--- config.mk ---
export PLATFORM = sky130hd
export DESIGN_NAME = warp_issue_scheduler_flat
export DESIGN_NICKNAME = d
export VERILOG_FILES = /design/src/rtl/warp_issue_scheduler_if.sv /design/src/rtl/warp_issue_scheduler.sv /design/src/flat_wrapper.sv
export SDC_FILE = /design/constraint.sdc
export NUM_CORES = 1
export LEC_CHECK = 0
export BUFFER_PORTS_ARGS = -buffer_cell sky130_fd_sc_hd__clkbuf_2
export CORE_ASPECT_RATIO = 0.75
export CORE_MARGIN = 2
export CORE_UTILIZATION = 45
export DETAILED_ROUTE_END_ITERATION = 7
export HOLD_SLACK_MARGIN = 0.08
export SETUP_SLACK_MARGIN = 0.15
export SLEW_MARGIN = 20
export SYNTH_ARGS = -nofsm -noshare
export SYNTH_HDL_FRONTEND = slang
export SYNTH_SLANG_ARGS = --single-unit
--- constraint.sdc ---
create_clock -name clk -period 14.2 [get_ports clk]
set_clock_uncertainty 0.2 [all_clocks]
set_input_delay 1.42 -clock clk [delete_from_list [all_inputs] [get_ports clk]]
set_output_delay 1.42 -clock clk [all_outputs]
set_load 0.02 [all_outputs]
--- src/rtl/warp_issue_scheduler_if.sv ---
// Issue-side handshake between the warp scheduler and the decode/issue stage.
// The scheduler drives the master side; the issue stage drives issue_ready.
interface warp_issue_scheduler_if #(
    parameter int NUM_WARPS = 16
);
    localparam int WID = $clog2(NUM_WARPS);

    logic                 issue_valid;
    logic                 issue_ready;
    logic [WID-1:0]       issue_warp;
    logic [NUM_WARPS-1:0] issue_warp_oh;

    modport master (
        output issue_valid,
        output issue_warp,
        output issue_warp_oh,
        input  issue_ready
    );

    modport slave (
        input  issue_valid,
        input  issue_warp,
        input  issue_warp_oh,
        output issue_ready
    );
endinterface

--- src/rtl/warp_issue_scheduler.sv ---
// Round-robin warp issue scheduler with a per-warp cooldown after each accepted
// issue. The grant is registered and stays frozen while the issue stage stalls.
module warp_issue_scheduler #(
    parameter int NUM_WARPS = 16,
    parameter int COOLDOWN  = 4
) (
    input  logic                  clk,
    input  logic                  reset,
    input  logic [NUM_WARPS-1:0]  req,
    input  logic                  flush,
    warp_issue_scheduler_if.master issue,
    output logic [NUM_WARPS-1:0]  blocked,
    output logic                  empty
);
    localparam int WID = $clog2(NUM_WARPS);
    localparam logic [NUM_WARPS-1:0] ONE_HOT_0 = NUM_WARPS'(1);

    logic                 r_valid;
    logic [WID-1:0]       r_warp;
    logic [NUM_WARPS-1:0] r_oh;
    logic [WID-1:0]       r_ptr;

    logic                 w_accept;
    logic [NUM_WARPS-1:0] w_elig;
    logic                 w_found;
    logic [WID-1:0]       w_sel;

    assign w_accept = r_valid & issue.issue_ready & ~flush;

    // A warp is eligible if it requests, is not cooling down, and is not the one
    // leaving this very cycle (its cooldown only becomes visible next cycle).
    always_comb begin
        // NOTE: every combinational output gets a default first so no path leaves it unassigned (no latch).
        w_elig = '0;
        for (int i = 0; i < NUM_WARPS; i++) begin
            w_elig[i] = req[i] & ~blocked[i] & ~(w_accept & (r_warp == WID'(i)));
        end
    end

    // Circular first-eligible scan starting at ptr; wrap is done by subtraction so
    // non-power-of-two warp counts never index past the end.
    always_comb begin
        int idx;
        w_found = 1'b0;
        w_sel   = '0;
        idx     = 0;
        for (int k = 0; k < NUM_WARPS; k++) begin
            idx = int'(r_ptr) + k;
            if (idx >= NUM_WARPS) begin
                idx = idx - NUM_WARPS;
            end
            if (!w_found && w_elig[idx]) begin
                w_found = 1'b1;
                w_sel   = WID'(idx);
            end
        end
    end

    // Grant register and round-robin pointer: flush beats stall beats load.
    always_ff @(posedge clk or negedge reset) begin
        // NOTE: state is updated with non-blocking assignments so every flop samples pre-edge values.
        if (!reset) begin
            r_valid <= 1'b0;
            r_warp  <= '0;
            r_oh    <= '0;
            r_ptr   <= '0;
        end else if (flush) begin
            r_valid <= 1'b0;
            r_oh    <= '0;
        end else if (r_valid && !issue.issue_ready) begin
            r_valid <= r_valid;
        end else begin
            if (w_accept) begin
                r_ptr <= (r_warp == WID'(NUM_WARPS - 1)) ? '0 : r_warp + WID'(1);
            end
            if (w_found) begin
                r_valid <= 1'b1;
                r_warp  <= w_sel;
                r_oh    <= ONE_HOT_0 << w_sel;
            end else begin
                r_valid <= 1'b0;
                r_oh    <= '0;
            end
        end
    end

    generate
        if (COOLDOWN > 0) begin : g_cooldown
            localparam int CW = $clog2(COOLDOWN + 1);
            logic [CW-1:0] r_cnt [NUM_WARPS];

            // Per-warp cooldown: load on accept, count down to zero, cleared by flush.
            always_ff @(posedge clk or negedge reset) begin
                // NOTE: this array is a handful of flops, not a RAM, so resetting every entry is intended.
                if (!reset) begin
                    for (int i = 0; i < NUM_WARPS; i++) begin
                        r_cnt[i] <= '0;
                    end
                end else if (flush) begin
                    for (int i = 0; i < NUM_WARPS; i++) begin
                        r_cnt[i] <= '0;
                    end
                end else begin
                    for (int i = 0; i < NUM_WARPS; i++) begin
                        if (w_accept && (r_warp == WID'(i))) begin
                            r_cnt[i] <= CW'(COOLDOWN);
                        end else if (r_cnt[i] != '0) begin
                            r_cnt[i] <= r_cnt[i] - CW'(1);
                        end
                    end
                end
            end

            for (genvar g = 0; g < NUM_WARPS; g++) begin : g_blk
                assign blocked[g] = (r_cnt[g] != '0);
            end
        end else begin : g_no_cooldown
            assign blocked = '0;
        end
    endgenerate

    assign issue.issue_valid   = r_valid;
    assign issue.issue_warp    = r_warp;
    assign issue.issue_warp_oh = r_oh;
    assign empty               = ~r_valid & ~|(req & ~blocked);
endmodule

--- src/flat_wrapper.sv ---
// flat-port wrapper written by rule: the top's interface ports become plain ports
module warp_issue_scheduler_flat 
#(
    parameter int NUM_WARPS = 16,
    parameter int COOLDOWN  = 4
)
  (clk, reset, req, flush, blocked, empty, issue_issue_valid, issue_issue_warp, issue_issue_warp_oh, issue_issue_ready);
  warp_issue_scheduler_if #(.NUM_WARPS(NUM_WARPS)) issue_i ();
  input  logic clk;
  input  logic reset;
  input  logic [NUM_WARPS-1:0] req;
  input  logic flush;
  output logic [NUM_WARPS-1:0] blocked;
  output logic empty;
  output wire logic [$bits(issue_i.issue_valid)-1:0] issue_issue_valid;
  output wire logic [$bits(issue_i.issue_warp)-1:0] issue_issue_warp;
  output wire logic [$bits(issue_i.issue_warp_oh)-1:0] issue_issue_warp_oh;
  input wire logic [$bits(issue_i.issue_ready)-1:0] issue_issue_ready;
  assign issue_issue_valid = issue_i.issue_valid;
  assign issue_issue_warp = issue_i.issue_warp;
  assign issue_issue_warp_oh = issue_i.issue_warp_oh;
  assign issue_i.issue_ready = issue_issue_ready;
  warp_issue_scheduler #(.NUM_WARPS(NUM_WARPS), .COOLDOWN(COOLDOWN)) u_core (.clk(clk), .reset(reset), .req(req), .flush(flush), .issue(issue_i), .blocked(blocked), .empty(empty));
endmodule
# == Yosys cells after proc, flatten, opt, wreduce, memory -nomap -nowiden ==
# Index checks and enable logic that the tools add are counted.
# totals
output_inout_bits,38
input_bits,20
ff_bits,73
# classes
n_reduce_logical,85
n_addsub,48
bitwise,88
n_eq_ne,16
n_mux,136
shifts,1
magnitude_cmp,32
# ops
cell,n
less-than comparator 32 x 6 -> 1 bit (second input constant),16
2-to-1 mux 32 bit,16
>= comparator 32 x 6 -> 1 bit (second input constant),15
subtractor 32 x 6 -> 32 bit (second input constant),15
2-to-1 mux 3 bit,32
nonzero test 3 bit,32
2-to-1 mux 4 bit,17
binary-select mux 1 bit (select 4 bit),16
bitwise AND 1 bit,51
2-to-1 mux 1 bit,51
2-to-1 mux 16 bit,3
2-to-1 mux 48 bit,1
subtractor 3 x 1 -> 3 bit (second input constant),16
adder 4 x 4 -> 5 bit (second input constant),8
inverter 1 bit,35
== test 4 bit (second input constant),8
logical AND 1 bit,32
adder 4 x 3 -> 5 bit (second input constant),4
logical NOT 1 bit,17
bitwise AND 16 bit,1
== test 4 x 3 -> 1 bit (second input constant),4
inverter 16 bit,1
OR reduction 16 bit,1
left shift 1 x 4 -> 16 bit (first input constant),1
other kinds (10),13

# == Logic depth before layout (Yosys ltp) ==
# depth
word_depth,58
mapped_depth,17
depth_no_buf,13

# == Worst setup path after synthesis ==
# OpenSTA, ideal clock, no wires.
# synth_timing
path_kind,in2reg
startpoint,input flush
endpoint,register u_core.r_oh[1] (netlist: u_core.issue.issue_warp_oh[1])
slack_ns,8.508
path_buffers,4
required_ns,13.904
cell_stages,15
arrival_time_ns,5.396
path_cell_list,buf_6 and4bb_1 buf_4 a21oi_1 mux4_2 mux2_4 mux2_4 or3_1 buf_2 or4_1 buf_2 or3b_1 a32o_1 or3b_4 o31ai_1
# synth_between
elab_chain_len,58
word_cells_on_any_way,165
# synth_lines
element,line_no,source
start: declaration,flat_wrapper.sv:12,input logic flush;
inverter 1 bit (no source line),--,
bitwise AND 1 bit,warp_issue_scheduler.sv:28,assign w_accept = r_valid & issue.issue_ready & ~flush;
bitwise AND 1 bit,warp_issue_scheduler.sv:36,w_elig[i] = req[i] & ~blocked[i] & ~(w_accept & (r_warp == WID'(i)));
inverter 1 bit,warp_issue_scheduler.sv:36,
bitwise AND 1 bit,warp_issue_scheduler.sv:36,
binary-select mux 1 bit (select 4 bit),warp_issue_scheduler.sv:52,if (!w_found && w_elig[idx]) begin
2-to-1 mux 1 bit (not written as such) (2 in a row),warp_issue_scheduler.sv:52,
2-to-1 mux 1 bit,warp_issue_scheduler.sv:52,
[41 not listed],--,
2-to-1 mux 1 bit,warp_issue_scheduler.sv:52,
logical NOT 1 bit,warp_issue_scheduler.sv:52,
logical AND 1 bit,warp_issue_scheduler.sv:52,
2-to-1 mux 4 bit,warp_issue_scheduler.sv:52,
left shift 1 x 4 -> 16 bit,warp_issue_scheduler.sv:79,r_oh <= ONE_HOT_0 << w_sel;
2-to-1 mux 16 bit,warp_issue_scheduler.sv:76,if (w_found) begin
2-to-1 mux 16 bit,warp_issue_scheduler.sv:70,end else if (r_valid && !issue.issue_ready) begin
2-to-1 mux 16 bit,warp_issue_scheduler.sv:67,end else if (flush) begin
end signal: assignment,warp_issue_scheduler.sv:79,
end: declaration,warp_issue_scheduler.sv:20,logic [NUM_WARPS-1:0] r_oh;
# Parallel ways exist; a longest one is shown, timed or not. The select of a mux whose other input is x is not followed.
# A chain may end at the register's enable or synchronous reset.

# == Worst setup path in the final report ==
# Ends and elaborated chain as after synthesis.

==> flow_summary.yaml <==
logic_synthesis:
  synth_area_leader_cell: "dfrtp_1"
  synth_top_area_share_pct: 29.3
  ys.flop_type: "dfrtp_1"
  synth_seq_cells: 73
  syn_area_per_cell_sq_um: 9.08
  yosys_warnings: 0
  synthCells: 687
  synth_edf_count: 0
  synth_cell_types: 66
  synth_most_common_cell: "dfrtp_1"
  synth-seq-area-share_pct: 29.3
  synthTopCellsByCount: "dfrtp_1, nor2_1, nand2_1"
  async_flop_share_pct: 100
  syn-num-nets: 750
  syn_area_sq_um: 6230
  netlist_top_cells_area: "dfrtp_1, ha_1, mux4_2"
job:
  maxCapViolCount: 0
sta:
  setup_viol: 0
  fmax_mhz: 155
  finalHoldViolCount: 0
  relSlewSlack_pct: 38.6
  grt_setup_unrepaired: "false"
  min_period_ns: 6.44
  slew_violations: 0
  fin_setup_tns_ns: 0
  fin_crit_sh_pct: 45.3
  tightest_slew_ns: 0.922
routing:
  dr_wl_met2_um: 7360
  dr.pass1.iters: 5
  drtIter0Drc: 520
  wire_per_inst_um: 18.9
  drtAntennaViolNets: 0
  wirelength_met1_um: 8170
  top_layer: "met4"
  via_per_inst: 6.21
  vias: 5662
  dr_wl_met3_um: 1440
  routed_wl_um: 17200
  drc: 0
clock_network:
  h-tree-depth: 3
  cts_setup_buffers: 0
  ctsHoldBuffers: 0
  cts.sinks: 73
  clk_pin_slew_worst_paths_ns: 0.06
  cts_resized: 0
  clockRootBuffer: "clkbuf_16"
  cts_tree: "yes"
  insertion_delay_ns: 0.34
  numCtsBuffers: 9
  cts_buffer_depth: 2
setup_path:
  cp_max_fo: 52
  crit_chain: "clkbuf_2 > buf_4 > and4bb_1 > a21oi_1 > mux4_2 > mux2i_1 > mux2i_1 > or3_1 > or4_1 > or3b_1 > a32o_1 > or3b_4 > o31ai_1"
  cp-endpoint: "u_core.issue.issue_warp_oh[1]"
  slowest_stage: "or4_1"
  cp_data_arrival_time_ns: 6.48
  path_class: "input port to flop"
  reg2reg_depth: 11
  endpoint_kind: "flop"
  cp-start-kind: "input port"
  reg2reg_slack_ns: 7.93
  cp.buffers_inverters: 2
  worst-path-stages: 13
  r2r-end: "u_core.issue.issue_warp_oh[1]"
  critPathMostFrequentCell: "mux2i_1"
  required_ns: 14.24
  startpoint: "flush"
  cp_top_family: "simple AND/OR/NAND/NOR gates"
  cpPeakStageDelay_ns: 0.66
  r2r_start: "u_core.r_ptr[1]"
placement:
  portBuffers: 57
  dp_hpwl_um: 12800
  place.gp.congestion: 0.936
grt:
  grt_usage_pct: 23.7
  grt_pass1_wl_um: 28100
  grt_pass1_vias: 5468
  overflow: 0
  antenna_found_initial: 0
  grt_start_max_net_pins: 74
die:
  initial_core_util_pct: 45.8
  dieWidth_um: 140
  num_rows: 37
  ios: 58
  dieArea_sq_um: 14800
  coreArea_sq_um: 13600
  die_h_um: 106
min_path:
  hold_path_class: "flop to flop"
finish:
  n_fill_cell: 1310
  layout-drive-gt1-share_pct: 16.4
  multiInputGateArea_sq_um: 4140
  n_antenna_cell: 0
  syn2layout_area_growth_pct: 11.9
  fin_nets: 795
  regArea_sq_um: 1830
run_status:
  status: "completed"
-- layout make-up --
cell class | instances | area share (%)
multi-input cells | 543 | 59.3
repair buffers | 61 | 4.56
clock inverters | 6 | 1.04
inverters | 44 | 2.37
well taps | 175 | 3.14
clock buffers | 10 | 3.43
flip-flops and latches | 73 | 26.2
-- placed cells by master (no fill, tap or decap), types with 17 or more instances in the layout --
master and n:
dfrtp_1 73, nor2_1 63, clkbuf_2 56, nand2_1 48
ha_1 43, inv_1 40, mux2i_1 37, a21oi_1 34
nor3_1 26, xnor2_1 25, nand2b_1 22, a2111oi_0 22
mux4_2 19, o21ai_0 19, o22ai_1 17
-- per-stage QoR --
step / cells / setup slack (ns) / hold slack (ns) / utilization (%) / area (sq um)
2_1_floorplan: 687 / 8.51 / 0.324 / - / 6230
3_3_place_gp: 896 / 7.68 / 0.260 / 48.9 / 6660
6_report: 912 / 7.76 / 0.277 / 51.3 / 6980
3_5_place_dp: 896 / 7.50 / 0.260 / 48.9 / 6660
5_1_grt: 912 / 7.55 / 0.293 / 51.3 / 6980
4_1_cts: 912 / 7.85 / 0.277 / 51.2 / 6970
-- worst min-delay path, stage by stage, from the launching register on --
cell     delay, ns
dfrtp_1       0.34
nand2_1       0.05
o41ai_1       0.05
-- sequential cells by signal, indices dropped and copies added (netlist names) --
name	count
u_core.issue.issue_warp_oh	16
u_core.issue.issue_valid	1
u_core.issue.issue_warp	4
u_core.g_cooldown.r_cnt	48
u_core.r_ptr	4
-- routing by layer --
metal	GRT usage [%]	vias to the layer above
met3	6.89	23
met2	35.5	228
li1	-	2653
met1	33.6	2758
met4	6.71	0
met5	0	-
-- kinds of logic (layout without fill, tap and decap cells) --
family | count (synthesis) | count (layout) | share of synthesized area, %
AND/OR/NAND/NOR | 230 | 230 | 18.8
AO/OA/AOI/OAI | 166 | 166 | 18.4
multiplexers | 73 | 73 | 16.0
flip-flops | 73 | 73 | 29.3
buffers and inverters | 71 | 121 | 4.54
adder cells (fa/ha/maj) | 43 | 43 | 8.63
XOR/XNOR | 31 | 31 | 4.35
-- worst min-delay path by stage --
stage / cells past startpoint / end / startpoint / slack [ns]
2_1_floorplan: 2 / u_core.g_cooldown.r_cnt[0] / u_core.g_cooldown.r_cnt[0] / 0.32
3_3_place_gp: 2 / u_core.issue.issue_warp_oh[10] / u_core.issue.issue_warp_oh[10] / 0.26
3_5_place_dp: 2 / u_core.issue.issue_warp_oh[0] / u_core.issue.issue_warp_oh[0] / 0.26
4_1_cts: 2 / u_core.issue.issue_warp_oh[8] / u_core.issue.issue_warp_oh[8] / 0.28
5_1_grt: 2 / u_core.issue.issue_warp_oh[14] / u_core.issue.issue_warp_oh[14] / 0.29
6_report: 2 / u_core.issue.issue_warp_oh[14] / u_core.issue.issue_warp_oh[14] / 0.28
Power is left out: the tool's default activity adds up to more than one toggle a clock period on the data nets, which glitch-free logic cannot reach.
